$ cat src/rtl/mem_access_pkg.sv
// Shared encodings for the memory-access stage: funct3 sizes, FSM state codes,
// byte-enable patterns and the store-side lane helpers.
package mem_access_pkg;

  localparam logic [2:0] F3_B  = 3'd0;
  localparam logic [2:0] F3_H  = 3'd1;
  localparam logic [2:0] F3_W  = 3'd2;
  localparam logic [2:0] F3_BU = 3'd4;
  localparam logic [2:0] F3_HU = 3'd5;

  typedef logic [1:0] state_t;
  localparam state_t ST_IDLE = 2'd0;
  localparam state_t ST_BUSY = 2'd1;
  localparam state_t ST_DONE = 2'd2;

  localparam logic [3:0] BE_B = 4'b0001;
  localparam logic [3:0] BE_H = 4'b0011;
  localparam logic [3:0] BE_W = 4'b1111;

  // Unsigned size variants share the lane pattern of their signed twins.
  function automatic logic [3:0] byte_enables(input logic [2:0] f3, input logic [1:0] off);
    case (f3)
      F3_B, F3_BU: byte_enables = BE_B << off;
      F3_H, F3_HU: byte_enables = BE_H << {off[1], 1'b0};
      default:     byte_enables = BE_W;
    endcase
  endfunction

  function automatic logic [31:0] store_lanes(input logic [2:0] f3, input logic [31:0] rs2);
    case (f3)
      F3_B, F3_BU: store_lanes = {4{rs2[7:0]}};
      F3_H, F3_HU: store_lanes = {2{rs2[15:0]}};
      default:     store_lanes = rs2;
    endcase
  endfunction

endpackage

$ cat src/rtl/mem_access_stage_load_extend.sv
// Load-lane extraction: picks the byte/halfword addressed by the latched offset
// and sign- or zero-extends it to 32 bits.
module load_extend
  import mem_access_pkg::*;
(
  input  logic [31:0] rdata,
  input  logic [1:0]  offset,
  input  logic [2:0]  funct3,
  output logic [31:0] result
);

  logic [7:0]  byte_s;
  logic [15:0] half_s;

  // Lane selection from the read word.
  always_comb begin
    byte_s = rdata[7:0];
    case (offset)
      2'd0:    byte_s = rdata[7:0];
      2'd1:    byte_s = rdata[15:8];
      2'd2:    byte_s = rdata[23:16];
      2'd3:    byte_s = rdata[31:24];
      default: byte_s = rdata[7:0];
    endcase
    if (offset[1]) begin
      half_s = rdata[31:16];
    end else begin
      half_s = rdata[15:0];
    end
  end

  // Extension by access size and signedness.
  always_comb begin
    result = rdata;
    case (funct3)
      F3_B:    result = {{24{byte_s[7]}}, byte_s};
      F3_BU:   result = {24'd0, byte_s};
      F3_H:    result = {{16{half_s[15]}}, half_s};
      F3_HU:   result = {16'd0, half_s};
      F3_W:    result = rdata;
      default: result = rdata;
    endcase
  end

endmodule

$ cat src/rtl/mem_access_stage.sv
// Memory-access stage: turns execute-stage loads/stores into req/ack bus
// transactions and stalls until done. Optional trap: MISALIGN_TRAP_EN.
module mem_access_stage
  import mem_access_pkg::*;
#(
  parameter int ADDR_W = 32
) (
  input  logic              clk,
  input  logic              reset,
  input  logic              ex_valid,
  input  logic              ex_MemRead,
  input  logic              ex_MemWrite,
  input  logic [2:0]        ex_funct3,
  input  logic [ADDR_W-1:0] ex_Addr,
  input  logic [31:0]       ex_StoreData,
  output logic              stall,
  output logic              mem_req,
  output logic              mem_we,
  output logic [ADDR_W-1:0] mem_addr,
  output logic [3:0]        mem_be,
  output logic [31:0]       mem_wdata,
  input  logic              mem_ack,
  input  logic [31:0]       mem_rdata,
  output logic [31:0]       ld_data,
  output logic              misalign
);

  state_t      state_r;
  logic [2:0]  funct3_r;
  logic [1:0]  offset_r;
  logic        access_s;
  logic        misalign_det_s;
  logic [31:0] ext_s;

  assign access_s = ex_valid & (ex_MemRead | ex_MemWrite);

`ifdef MISALIGN_TRAP_EN
  // Halfwords need an even address, words (and unlisted sizes) a word-aligned one.
  always_comb begin
    misalign_det_s = 1'b0;
    case (ex_funct3)
      F3_B, F3_BU: misalign_det_s = 1'b0;
      F3_H, F3_HU: misalign_det_s = ex_Addr[0];
      default:     misalign_det_s = |ex_Addr[1:0];
    endcase
  end
`else
  assign misalign_det_s = 1'b0;
`endif

  load_extend u_load_extend (
    .rdata  (mem_rdata),
    .offset (offset_r),
    .funct3 (funct3_r),
    .result (ext_s)
  );

  // Stall: detect cycle in IDLE plus every BUSY cycle; never during reset.
  always_comb begin
    stall = 1'b0;
    if (!reset) begin
      stall = 1'b0;
    end else if (state_r == ST_BUSY) begin
      stall = 1'b1;
    end else if (state_r == ST_IDLE) begin
      stall = access_s;
    end else begin
      stall = 1'b0;
    end
  end

  // Transaction FSM with registered bus outputs and load result.
  always_ff @(posedge clk or negedge reset) begin
    if (!reset) begin
      state_r   <= ST_IDLE;
      funct3_r  <= 3'd0;
      offset_r  <= 2'd0;
      mem_req   <= 1'b0;
      mem_we    <= 1'b0;
      mem_addr  <= '0;
      mem_be    <= 4'd0;
      mem_wdata <= 32'd0;
      ld_data   <= 32'd0;
      misalign  <= 1'b0;
    end else begin
      misalign <= 1'b0;
      case (state_r)
        ST_IDLE: begin
          if (access_s && misalign_det_s) begin
            misalign <= 1'b1;
            state_r  <= ST_DONE;
          end else if (access_s) begin
            funct3_r  <= ex_funct3;
            offset_r  <= ex_Addr[1:0];
            mem_we    <= ex_MemWrite;
            mem_addr  <= {ex_Addr[ADDR_W-1:2], 2'b00};
            mem_be    <= byte_enables(ex_funct3, ex_Addr[1:0]);
            mem_wdata <= store_lanes(ex_funct3, ex_StoreData);
            mem_req   <= 1'b1;
            state_r   <= ST_BUSY;
          end else begin
            state_r <= ST_IDLE;
          end
        end
        ST_BUSY: begin
          if (mem_ack) begin
            mem_req <= 1'b0;
            if (!mem_we) begin
              ld_data <= ext_s;
            end else begin
              ld_data <= ld_data;
            end
            state_r <= ST_DONE;
          end else begin
            state_r <= ST_BUSY;
          end
        end
        // The stalled instruction is still on ex_*; it must not retrigger.
        ST_DONE: state_r <= ST_IDLE;
        default: state_r <= ST_IDLE;
      endcase
    end
  end

endmodule

$ cat config.mk
export PLATFORM = sky130hd
export DESIGN_NAME = mem_access_stage
export DESIGN_NICKNAME = d
export VERILOG_FILES = /design/src/rtl/mem_access_pkg.sv /design/src/rtl/mem_access_stage_load_extend.sv /design/src/rtl/mem_access_stage.sv
export SDC_FILE = /design/constraint.sdc
export NUM_CORES = 1
export LEC_CHECK = 0
export CAP_MARGIN = 20
export CORE_MARGIN = 3
export CORE_UTILIZATION = 46
export DETAILED_ROUTE_END_ITERATION = 8
export PLACE_DENSITY = 0.95
export SETUP_SLACK_MARGIN = 0.1
export SLEW_MARGIN = 20
export SYNTH_ARGS = -nofsm -noshare
export SYNTH_HDL_FRONTEND = slang
export SYNTH_SLANG_ARGS = --single-unit
$ cat constraint.sdc
create_clock -name clk -period 2.94 [get_ports clk]
set_input_delay 0.294 -clock clk [delete_from_list [all_inputs] [get_ports clk]]
set_output_delay 0.294 -clock clk [all_outputs]
set_load 0.03 [all_outputs]
After elaboration in Yosys (flattened, before gate mapping)
Cells that the tools add are included.
{"block": "op_classes", "n_eq_ne": 12, "n_shift": 2, "muxes": 14, "bitwise": 3, "reduce_logical": 10}
{"cell": "case mux 32 bit (4 select lines)", "n": 1}
{"cell": "case mux 32 bit (2 select lines)", "n": 1}
{"cell": "case mux 8 bit (4 select lines)", "n": 1}
{"cell": "two-way mux 16 bit", "n": 1}
{"cell": "== test 3 bit, second input constant", "n": 4}
{"cell": "case mux 4 bit (2 select lines)", "n": 1}
{"cell": "== test 3 x 1 -> 1 bit, second input constant", "n": 2}
{"cell": "zero test 3 bit", "n": 2}
{"cell": "two-way mux 1 bit", "n": 6}
{"cell": "AND reduction 3 bit", "n": 2}
{"cell": "== test 2 x 1 -> 1 bit, second input constant", "n": 2}
{"cell": "== test 2 bit, second input constant", "n": 2}
{"cell": "zero test 2 bit", "n": 2}
{"cell": "!= test 2 bit, second input constant", "n": 2}
{"cell": "case mux 2 bit (2 select lines)", "n": 1}
{"cell": "OR reduction 2 bit", "n": 2}
{"cell": "<< shifter 1 x 2 -> 4 bit, first input constant", "n": 1}
{"cell": "<< shifter 2 x 2 -> 4 bit, first input constant", "n": 1}
{"cell": "two-way mux 2 bit", "n": 1}
{"cell": "case mux 1 bit (2 select lines)", "n": 1}
{"cell": "AND reduction 2 bit", "n": 1}
{"cell": "nonzero test 2 bit", "n": 1}
{"cell": "bitwise AND 1 bit", "n": 1}
{"cell": "inverter 1 bit", "n": 1}
{"cell": "bitwise OR 1 bit", "n": 1}
{"block": "totals", "register_bits": 107, "inputBits": 105, "elab_cells": 50}

Depth between registers and ports, before layout
Gate-level depths: netlist of run 1.
{"block": "logic_depth", "ltp_word": 5, "ltp_mapped": 6, "mapped_depth_nobuf": 4}

Hierarchy
From an unflattened synthesis of run 1, not the netlist that was laid out.
{"block": "unflattened", "cells_unflattened": 430, "area_unflattened_um2": 5281.3}
{"module": "mem_access_stage", "instances": 1, "cells_each": 319, "area_each_um2": 4613.2}
{"module": "load_extend", "instances": 1, "cells_each": 111, "area_each_um2": 668.1}

Worst setup path before layout of run 1
OpenSTA, ideal clock, no wires.
{"block": "synth_path", "path_type": "register -> register", "start": "reg mem_we", "end": "reg ld_data[17]", "arrival_time_ns": 1.446, "required_time_ns": 2.819, "path_slack_ns": 1.373, "stages_incl_launch_ff": 6, "path_buffers": 2, "synth_period_minus_slack_ns": 1.567, "path_cell_list": "dfrtp_1 -> nand4bb_1 -> buf_2 -> o31ai_4 -> buf_6 -> a21oi_2"}
{"block": "synth_via", "elab_chain_cells": 2}
{"item": "start, declared", "line": "mem_access_stage.sv:18", "source": "output logic mem_we,"}
{"item": "start signal, assigned", "line": "mem_access_stage.sv:95", "source": "mem_we <= ex_MemWrite;"}
{"item": "inverter 1 bit (no line)"}
{"item": "AND reduction 3 bit (no line)"}
{"item": "end signal, assigned", "line": "mem_access_stage.sv:109", "source": "ld_data <= ext_s;"}
{"item": "end signal, assigned", "line": "mem_access_stage.sv:111", "source": "ld_data <= ld_data;"}
{"item": "end, declared", "line": "mem_access_stage.sv:24", "source": "output logic [31:0] ld_data,"}
No other way between the ends.
A chain may end at the register's enable or synchronous reset.

Worst setup path in the final report of run 1
{"block": "layout_path", "start": "in reset", "end": "out stall"}
{"block": "layout_via", "elab_chain_cells": 1}
{"item": "start, declared", "line": "mem_access_stage.sv:9", "source": "input logic reset,"}
{"item": "two-way mux 1 bit", "line": "mem_access_stage.sv:61", "source": "if (!reset) begin"}
{"item": "end, declared", "line": "mem_access_stage.sv:16", "source": "output logic stall,"}
No other way between the ends.

==> impl_metrics.json, run 1 <==
{
  "maxCapViolCount": 0,
  "startpoint_type": "input port",
  "grt_pass1_vias": 4566,
  "clk_pin_slew_ns": 0.11,
  "antenna_found_initial": 0,
  "initial_core_util": 0.475,
  "skew_ns": 0.0117,
  "tightest_slew_ns": 0.853,
  "wl_per_cell_um": 17.9,
  "status": "complete, no violations",
  "hold_viol": 0,
  "clock-sinks": 107,
  "hpwl_um": 11100,
  "drive_above_1_share": 0.138,
  "fin_nets": 761,
  "num_io_pins": 209,
  "drt_iter0_drc": 177,
  "cts_tree": "built",
  "pwr-share-clk": 0.141,
  "p_sw_frac": 0.414,
  "clockRootBuffer": "clkbuf_8",
  "fp.dieW_um": 110,
  "layoutNonFillerInstCount": 797,
  "ant_nets": 0,
  "grt_pass1_wl_um": 22100,
  "num_antenna_cells": 0,
  "synth.distinct_cells": 39,
  "async_flop_share": 1.00,
  "numCtsBuffers": 9,
  "end_kind": "primary output",
  "p_leak_nw": 3.08,
  "cts_buffer_depth": 2,
  "slew_viol_final": 0,
  "dp.cells": 780,
  "grt_start_max_net_pins": 68,
  "p_switching_mw": 2.69,
  "cp_max_fo": 23,
  "slew_headroom": 0.431,
  "syn_area_um2": 4950,
  "firstDrtPassIters": 4,
  "std_cell_rows": 37,
  "final.period_utilization": 0.805,
  "r2r_end": "ld_data[27]$_DFFE_PN0P_",
  "core_area_um2": 10400,
  "reg2reg_depth": 5,
  "cp.arrival_ns": 2.07,
  "synth_cells": 460,
  "dieHeight_um": 110,
  "max-vdd-ir-drop_mv": 0.596,
  "ys_warn_count": 0,
  "synth-edff-count": 0,
  "drc": 0,
  "r2r_slack_ns": 0.77,
  "power_mw": 6.49,
  "totalWireLength_um": 14300,
  "intPower_mw": 3.80,
  "h-tree-depth": 3,
  "worstPathRequired_ns": 2.65,
  "yosysSeqAreaShare": 0.541,
  "ys.flop_type": "dfrtp_1",
  "gp_congestion": 0.892,
  "fmaxAchievable_mhz": 422,
  "fin_setup_tns_ns": 0,
  "syn_area_per_cell_um2": 10.8,
  "worstSkewPairLatency_ns": 0.36,
  "power_density_nw_per_um2": 891,
  "comb_power_share": 0.497,
  "cts_resized": 0,
  "setup-violations-final": 0,
  "io_buffer_count": 205,
  "worst_hold_path_type": "in -> async",
  "power_frac_seq": 0.361,
  "rsz0062_at_grt": "no",
  "grt_overflow": 0,
  "post-route-min-period_ns": 2.37,
  "via_per_inst": 5.39,
  "synth-seq-cells": 107,
  "r2r-start": "offset_r[1]$_DFFE_PN0P_",
  "dr_total_vias": 4298,
  "synthToLayoutAreaGrowth_pct": 47.1,
  "postCtsSetupBuffers": 0,
  "die_area_um2": 12000,
  "grt.total_usage": 0.237,
  "path_class": "in -> out"
}
-- timing repair --
item | in CTS | in global routing
endpoints found under the hold margin | 21 | 0
endpoints found under the setup margin | 0 | 0
hold buffers | 1 | 0
-- how the worst max path moves through the flow --
stage          slack [ns]                from                      end  depth (start not counted)
2_1_floorplan        1.37  mem_we$_DFFE_PN0P_  ld_data[17]$_DFFE_PN0P_                          5
3_3_place_gp         0.79         ex_MemWrite                    stall                          5
3_5_place_dp         0.70         ex_MemWrite                    stall                          5
4_1_cts              0.53               reset                    stall                          4
5_1_grt              0.45               reset                    stall                          4
6_report             0.57               reset                    stall                          4
-- stage by stage --
stage                     area [um2]  hold slack, ns  setup slack, ns   util
after floorplan                 4960        -0.00159             1.37      -
after global placement          7080           0.210            0.787  0.679
after detailed placement        7080           0.216            0.702  0.679
after CTS                       7290           0.363            0.533  0.699
after global routing            7290           0.375            0.445  0.699
final                           7290           0.361            0.572  0.699
-- critical path, stage by stage --
cell and delay, ns:
dlygate4sd3_1 0.53, buf_4 0.30, nor3b_1 0.23, clkdlybuf4s50_1 0.70
-- registers in the layout, summed over array words and instances, names as in the netlist --
register	count
state_r	2
mem_addr	30
funct3_r	3
mem_be	4
offset_r	2
mem_we	1
mem_req	1
ld_data	32
mem_wdata	32
-- power groups by stage --
| stage | Sequential [mW] | Clock, mW | Combinational, mW |
|---|---|---|---|
| after floorplan | 3.30 | 0 | 0.854 |
| after global placement | 2.33 | 0 | 3.16 |
| after detailed placement | 2.38 | 0 | 3.24 |
| after CTS | 2.35 | 0.937 | 3.26 |
| after global routing | 2.41 | 1.00 | 3.43 |
| final | 2.35 | 0.918 | 3.23 |
-- cells in the final DEF, fill, tap and decap left out, drive strengths merged, types with 7 or more instances in the layout --
cell type and instances:
nor2 36, inv 11, nor3 7, mux2i 26, o21ai 41, a21oi 50
clkbuf 10, mux2 47, nand2 62, buf 11, clkdlybuf4s50 204, dfrtp 107
-- metal layers --
layer / GRT usage / wire length, um
met5: 0 / 0
met3: 0.0945 / 1580
met1: 0.262 / 5200
met4: 0.0971 / 356
met2: 0.405 / 7160
-- cells by family (layout without fill, tap and decap cells) --
family / count (synthesis) / count (layout) / synth area share
DFF: 107 / 107 / 0.541
AOI/OAI and AO/OA: 108 / 108 / 0.134
buffers and inverters: 42 / 241 / 0.0452
other: 1 / 3 / 0.000757
and+or+nand+nor: 129 / 129 / 0.120
muxes: 73 / 73 / 0.159
-- cells in the mapped netlist, drive strengths merged, types with 2 or more instances --
library cell  instances  area, um2
a21oi                50        288
a221o                 6       60.1
and3                  6       37.5
buf                  19        138
clkbuf               14       52.6
dfrtp               107       2680
inv                   9       33.8
mux2                 47        529
mux2i                26        260
nand2                62        233
nand2b                2       12.5
nand3b                2       15.0
nor2                 36        138
nor2b                 2       12.5
nor3                  7       35.0
nor4                  3       33.8
o21ai                41        205
o31a                  6       52.6
or3                   3       23.8
-- area by class of cell --
type                       instances  area, um2
tap                              136        170
multi-input combinational        313       2060
inverter                           9       33.8
clock inverter                     6       71.3
timing repair buffer             216       2150
sequential                       107       2680
clock buffer                      10        128
fill                             714       3130
Note: power is estimated with default switching activity, not from simulation.
==> inputs of run 2 (changes only) <==
--- a/config.mk
+++ b/config.mk
@@ -7,9 +7,9 @@
 export LEC_CHECK = 0
 export CAP_MARGIN = 20
 export CORE_MARGIN = 3
-export CORE_UTILIZATION = 46
+export CORE_UTILIZATION = 39
 export DETAILED_ROUTE_END_ITERATION = 8
-export PLACE_DENSITY = 0.95
+export PLACE_DENSITY = 0.88
 export SETUP_SLACK_MARGIN = 0.1
 export SLEW_MARGIN = 20
 export SYNTH_ARGS = -nofsm -noshare
==> constraint.sdc (replaced) <==
create_clock -name clk -period 2.1 [get_ports clk]
set_input_delay 0.21 -clock clk [delete_from_list [all_inputs] [get_ports clk]]
set_output_delay 0.21 -clock clk [all_outputs]
set_load 0.03 [all_outputs]
==> run 2 against run 1 <==
The run now ends with hold timing left. Flip-flop and latch count is the same. Largest cell class unchanged. Clock power grew 100%. Critical path depth grew 1. Largest power group unchanged. Die area grew 17%. Global-route usage shrank 2.4 points. Sequential power grew 38%. Critical endpoint is now ld_data[4]$_DFFE_PN0P_. Worst setup slack lost 0.31 ns. First-iteration DRC count grew 86%.
==> impl_metrics.json, run 2 (synthesized netlist as in run 1, its figures left out) <==
{
  "r2r_end": "ld_data[4]$_DFFE_PN0P_",
  "grt_start_max_net_pins": 108,
  "whs_ns": -0.0147,
  "clockRootBuffer": "clkbuf_16",
  "drc": 0,
  "cts_tree": "built",
  "mostFrequentLayoutCell": "clkdlybuf4s50_1",
  "num_antenna_cells": 0,
  "place_area_um2": 7190,
  "io_buffer_count": 205,
  "final.period_utilization": 0.874,
  "maxCapViolCount": 0,
  "design_area_um2": 7510,
  "grt_overflow": 0,
  "initial_core_util": 0.406,
  "clk_pin_slew_ns": 0.07,
  "tightest_slew_ns": 0.605,
  "max_stage_delay_ns": 0.47,
  "r2r_slack_ns": 0.27,
  "core_area_um2": 12200,
  "post-route-min-period_ns": 1.83,
  "power_mw": 9.70,
  "dp.cells": 820,
  "h-tree-depth": 3,
  "worstSkewPairLatency_ns": 0.35,
  "crit_path_start": "offset_r[0]$_DFFE_PN0P_",
  "skew_ns": 0.00804,
  "layoutNonFillerInstCount": 835,
  "std_cell_rows": 40,
  "totalWireLength_um": 14800,
  "fmaxAchievable_mhz": 545,
  "worstPathRequired_ns": 2.33,
  "num_io_pins": 209,
  "antenna_found_initial": 0,
  "setup-violations-final": 0,
  "synthToLayoutAreaGrowth_pct": 51.7,
  "slew_viol_final": 0,
  "n_fill_cell": 974,
  "dieHeight_um": 119,
  "path_cells": "nand2b_1 > buf_4 > nor2_1 > o31a_1 > a221o_1",
  "numCtsBuffers": 9,
  "max-vdd-ir-drop_mv": 0.611,
  "hold_viol": 26,
  "grt_pass1_vias": 4549,
  "cp_max_fo": 17,
  "wl_per_cell_um": 17.7,
  "startpoint_type": "register",
  "cts_buffer_depth": 2,
  "via_per_inst": 5.12,
  "ant_nets": 0,
  "gp_congestion": 0.843,
  "drt_iter0_drc": 330,
  "die_area_um2": 14100,
  "end_kind": "register",
  "r2r-start": "offset_r[0]$_DFFE_PN0P_",
  "clock-sinks": 107,
  "drive_above_1_share": 0.150,
  "grt.total_usage": 0.213,
  "status": "finished, violations left",
  "power_density_nw_per_um2": 1290,
  "rsz0062_at_grt": "no",
  "slew_headroom": 0.597,
  "cts_resized": 0,
  "slowest_stage": "nand2b_1",
  "p_leak_nw": 3.18,
  "postCtsSetupBuffers": 0,
  "fp.dieW_um": 119,
  "dr_total_vias": 4272,
  "hpwl_um": 10900,
  "endpoint": "ld_data[4]$_DFFE_PN0P_",
  "worst_hold_path_type": "in -> async",
  "violations": "hold timing",
  "holdBufCountCts": 0,
  "layout_common_cells": "203 x clkdlybuf4s50_1, 107 x dfrtp_1, 62 x nand2_1",
  "grt_pass1_wl_um": 24000,
  "firstDrtPassIters": 4,
  "fin_nets": 768,
  "cp.arrival_ns": 2.06,
  "path_class": "reg -> reg",
  "fin_setup_tns_ns": 0,
  "reg2reg_depth": 5,
  "top_regs": "ld_data (32), mem_wdata (32), mem_addr (30)"
}
## run 2: cell count changes in the layout (fill, tap and decap cells not counted), sizes merged
| cell | previous run | this run |
|---|---|---|
| clkdlybuf4s50 | 204 | 203 |
| buf | 11 | 20 |
| inv | 11 | 10 |
| bufinv | 1 | 2 |
| dlygate4sd3 | 1 | 0 |
| clkinvlp | 2 | 1 |
## run 2: layout make-up
class                      instances  area, um2  area share
tap                              168        210      0.0280
sequential                       107       2680       0.356
inverter                           9       33.8     0.00450
multi-input combinational        313       2060       0.274
timing repair buffer             223       2210       0.294
clock inverter                     5       85.1      0.0113
clock buffer                      10        239      0.0318
## run 2: how the worst min path moves through the flow
stage / from / end / slack (ns)
after global placement: reset / ld_data[15]$_DFFE_PN0P_ / 0.37
after global routing: reset / mem_addr[25]$_DFFE_PN0P_ / 0.02
after floorplan: reset / funct3_r[0]$_DFFE_PN0P_ / -0.09
after detailed placement: reset / mem_addr[10]$_DFFE_PN0P_ / 0.38
final: reset / mem_addr[26]$_DFFE_PN0P_ / -0.01
after CTS: reset / ld_data[31]$_DFFE_PN0P_ / 0.0003
## run 2: critical path: cells and delay by family, from the launching register on
kind | cells | cell delay, ns
AO/OA/AOI/OAI | 2 | 0.53
AND/OR/NAND/NOR | 2 | 0.51
buffers and inverters | 1 | 0.24
flip-flops | 1 | 0.43
## run 2: report_power, final
| group | internal [mW] | switching [mW] | leakage [nW] |
|---|---|---|---|
| clock network | 1.08 | 0.762 | 0.155 |
| logic | 2.00 | 2.61 | 1.75 |
| registers | 2.79 | 0.457 | 1.28 |
| total | 5.88 | 3.83 | 3.18 |
## run 2: routing by layer
metal / up-vias / part of all wire / global-route usage
li1: 1990 / - / -
met1: 2050 / 0.39 / 0.249
met2: 213 / 0.49 / 0.351
met3: 19 / 0.10 / 0.0833
met4: 0 / 0.024 / 0.0840
met5: - / 0 / 0
## run 2: stage by stage
step | utilization | setup WS [ns]
floorplan | - | 0.533
detailed placement | 0.589 | 0.202
finish | 0.615 | 0.265
global route | 0.615 | 0.164
CTS | 0.615 | 0.267
global placement | 0.589 | 0.252
==> inputs of run 3 (changes only) <==
--- a/config.mk
+++ b/config.mk
@@ -7,9 +7,9 @@
 export LEC_CHECK = 0
 export CAP_MARGIN = 20
 export CORE_MARGIN = 3
-export CORE_UTILIZATION = 39
+export CORE_UTILIZATION = 46
 export DETAILED_ROUTE_END_ITERATION = 8
-export PLACE_DENSITY = 0.88
+export PLACE_DENSITY = 0.95
 export SETUP_SLACK_MARGIN = 0.1
 export SLEW_MARGIN = 20
 export SYNTH_ARGS = -nofsm -noshare
==> constraint.sdc (replaced) <==
create_clock -name clk -period 2.3 [get_ports clk]
set_input_delay 0.23 -clock clk [delete_from_list [all_inputs] [get_ports clk]]
set_output_delay 0.23 -clock clk [all_outputs]
set_load 0.03 [all_outputs]
==> run 3 against run 2 <==
The run now ends clean. Power decreased by 15%. Global-route usage increased by 2.0 points. Clock power decreased by 39%. Wire length decreased by 5.0%. Die area decreased by 14%. Flip-flop and latch count unchanged. First-iteration DRC count decreased by 24%. Non-clock buffer count decreased by 6. Sequential power decreased by 9.2%. Largest cell class unchanged.
==> impl_metrics.json, run 3 (synthesized netlist as in run 1, its figures left out) <==
{
  "hold_viol": 0,
  "layout_common_cells": "204 x clkdlybuf4s50_1, 107 x dfrtp_1, 62 x nand2_1",
  "skew_ns": 0.00768,
  "power_density_nw_per_um2": 1130,
  "top_regs": "ld_data (32), mem_wdata (32), mem_addr (30)",
  "startpoint_type": "input port",
  "drc": 0,
  "final.period_utilization": 0.921,
  "p_leak_nw": 3.09,
  "fin_setup_tns_ns": 0,
  "whs_ns": 0.462,
  "ant_nets": 0,
  "rsz0062_at_grt": "no",
  "core_area_um2": 10400,
  "clock-sinks": 107,
  "r2r_slack_ns": 0.41,
  "via_per_inst": 5.41,
  "drive_above_1_share": 0.140,
  "worstSkewPairLatency_ns": 0.37,
  "firstDrtPassIters": 4,
  "mostFrequentLayoutCell": "clkdlybuf4s50_1",
  "layout_setup_ws_ns": 0.181,
  "h-tree-depth": 3,
  "die_area_um2": 12000,
  "layoutNonFillerInstCount": 798,
  "dieHeight_um": 110,
  "power_mw": 8.26,
  "totalWireLength_um": 14100,
  "cp.arrival_ns": 1.89,
  "place_area_um2": 7080,
  "grt_pass1_wl_um": 21900,
  "num_antenna_cells": 0,
  "grt_overflow": 0,
  "synthToLayoutAreaGrowth_pct": 47.0,
  "maxCapViolCount": 0,
  "worstPathRequired_ns": 2.07,
  "wl_per_cell_um": 17.6,
  "slew_headroom": 0.567,
  "postLayoutCoreUtil": 0.699,
  "end_kind": "primary output",
  "tightest_slew_ns": 0.650,
  "postCtsSetupBuffers": 0,
  "clk_pin_slew_ns": 0.10,
  "dpl_worst_slack_ns": 0.215,
  "gp_congestion": 0.916,
  "setup-violations-final": 0,
  "fmaxAchievable_mhz": 472,
  "std_cell_rows": 37,
  "dr_total_vias": 4319,
  "holdBufCountCts": 1,
  "hpwl_um": 10500,
  "drt_iter0_drc": 251,
  "fp.dieW_um": 110,
  "io_buffer_count": 205,
  "cp_max_fo": 2,
  "cts_tree": "built",
  "design_area_um2": 7280,
  "grt.total_usage": 0.233,
  "fin_nets": 762,
  "slew_viol_final": 0,
  "cts_buffer_depth": 2,
  "numCtsBuffers": 9,
  "path_class": "in -> out",
  "grt_pass1_vias": 4448,
  "dp.cells": 781,
  "post-route-min-period_ns": 2.12,
  "antenna_found_initial": 0,
  "grt_start_max_net_pins": 108,
  "clockRootBuffer": "clkbuf_8",
  "worst_hold_path_type": "in -> reg",
  "status": "complete, no violations",
  "num_io_pins": 209,
  "initial_core_util": 0.475,
  "cts_resized": 0,
  "max-vdd-ir-drop_mv": 0.687
}
[run 3: worst paths after layout]
| check | endpoint | from | cells after the start |
|---|---|---|---|
| min in group asynchronous | mem_addr[12]$_DFFE_PN0P_ | reset | 3 |
| max in group asynchronous | mem_wdata[23]$_DFFE_PN0P_ | reset | 3 |
| worst min-delay path | ld_data[29]$_DFFE_PN0P_ | mem_rdata[29] | 3 |
| worst max-delay path | stall | reset | 4 |
| worst min register to register | mem_wdata[12]$_DFFE_PN0P_ | mem_wdata[12]$_DFFE_PN0P_ | 2 |
| worst max register to register | ld_data[0]$_DFFE_PN0P_ | offset_r[0]$_DFFE_PN0P_ | 4 |
[run 3: final cells by class]
type,count,area (um2)
inverter,9,33.8
fill,725,3130
sequential,107,2680
clock inverter,7,63.8
tap,136,170
timing repair buffer,217,2150
multi-input combinational,313,2060
clock buffer,9,124
[run 3: layer usage]
layer  global-route usage  wire (um)
met1                0.271       5380
met2                0.401       6950
met3               0.0869       1530
met4               0.0703        191
met5                    0          0
[run 3: worst max-delay path, stage by stage]
cell and delay (ns):
dlygate4sd3_1 0.57, buf_4 0.15, nor3b_1 0.22, clkdlybuf4s50_1 0.71
[run 3: report_power, final]
| part | switching (mW) | internal [mW] |
|---|---|---|
| Sequential | 0.405 | 2.54 |
| Clock | 0.697 | 0.424 |
| Combinational | 2.38 | 1.81 |
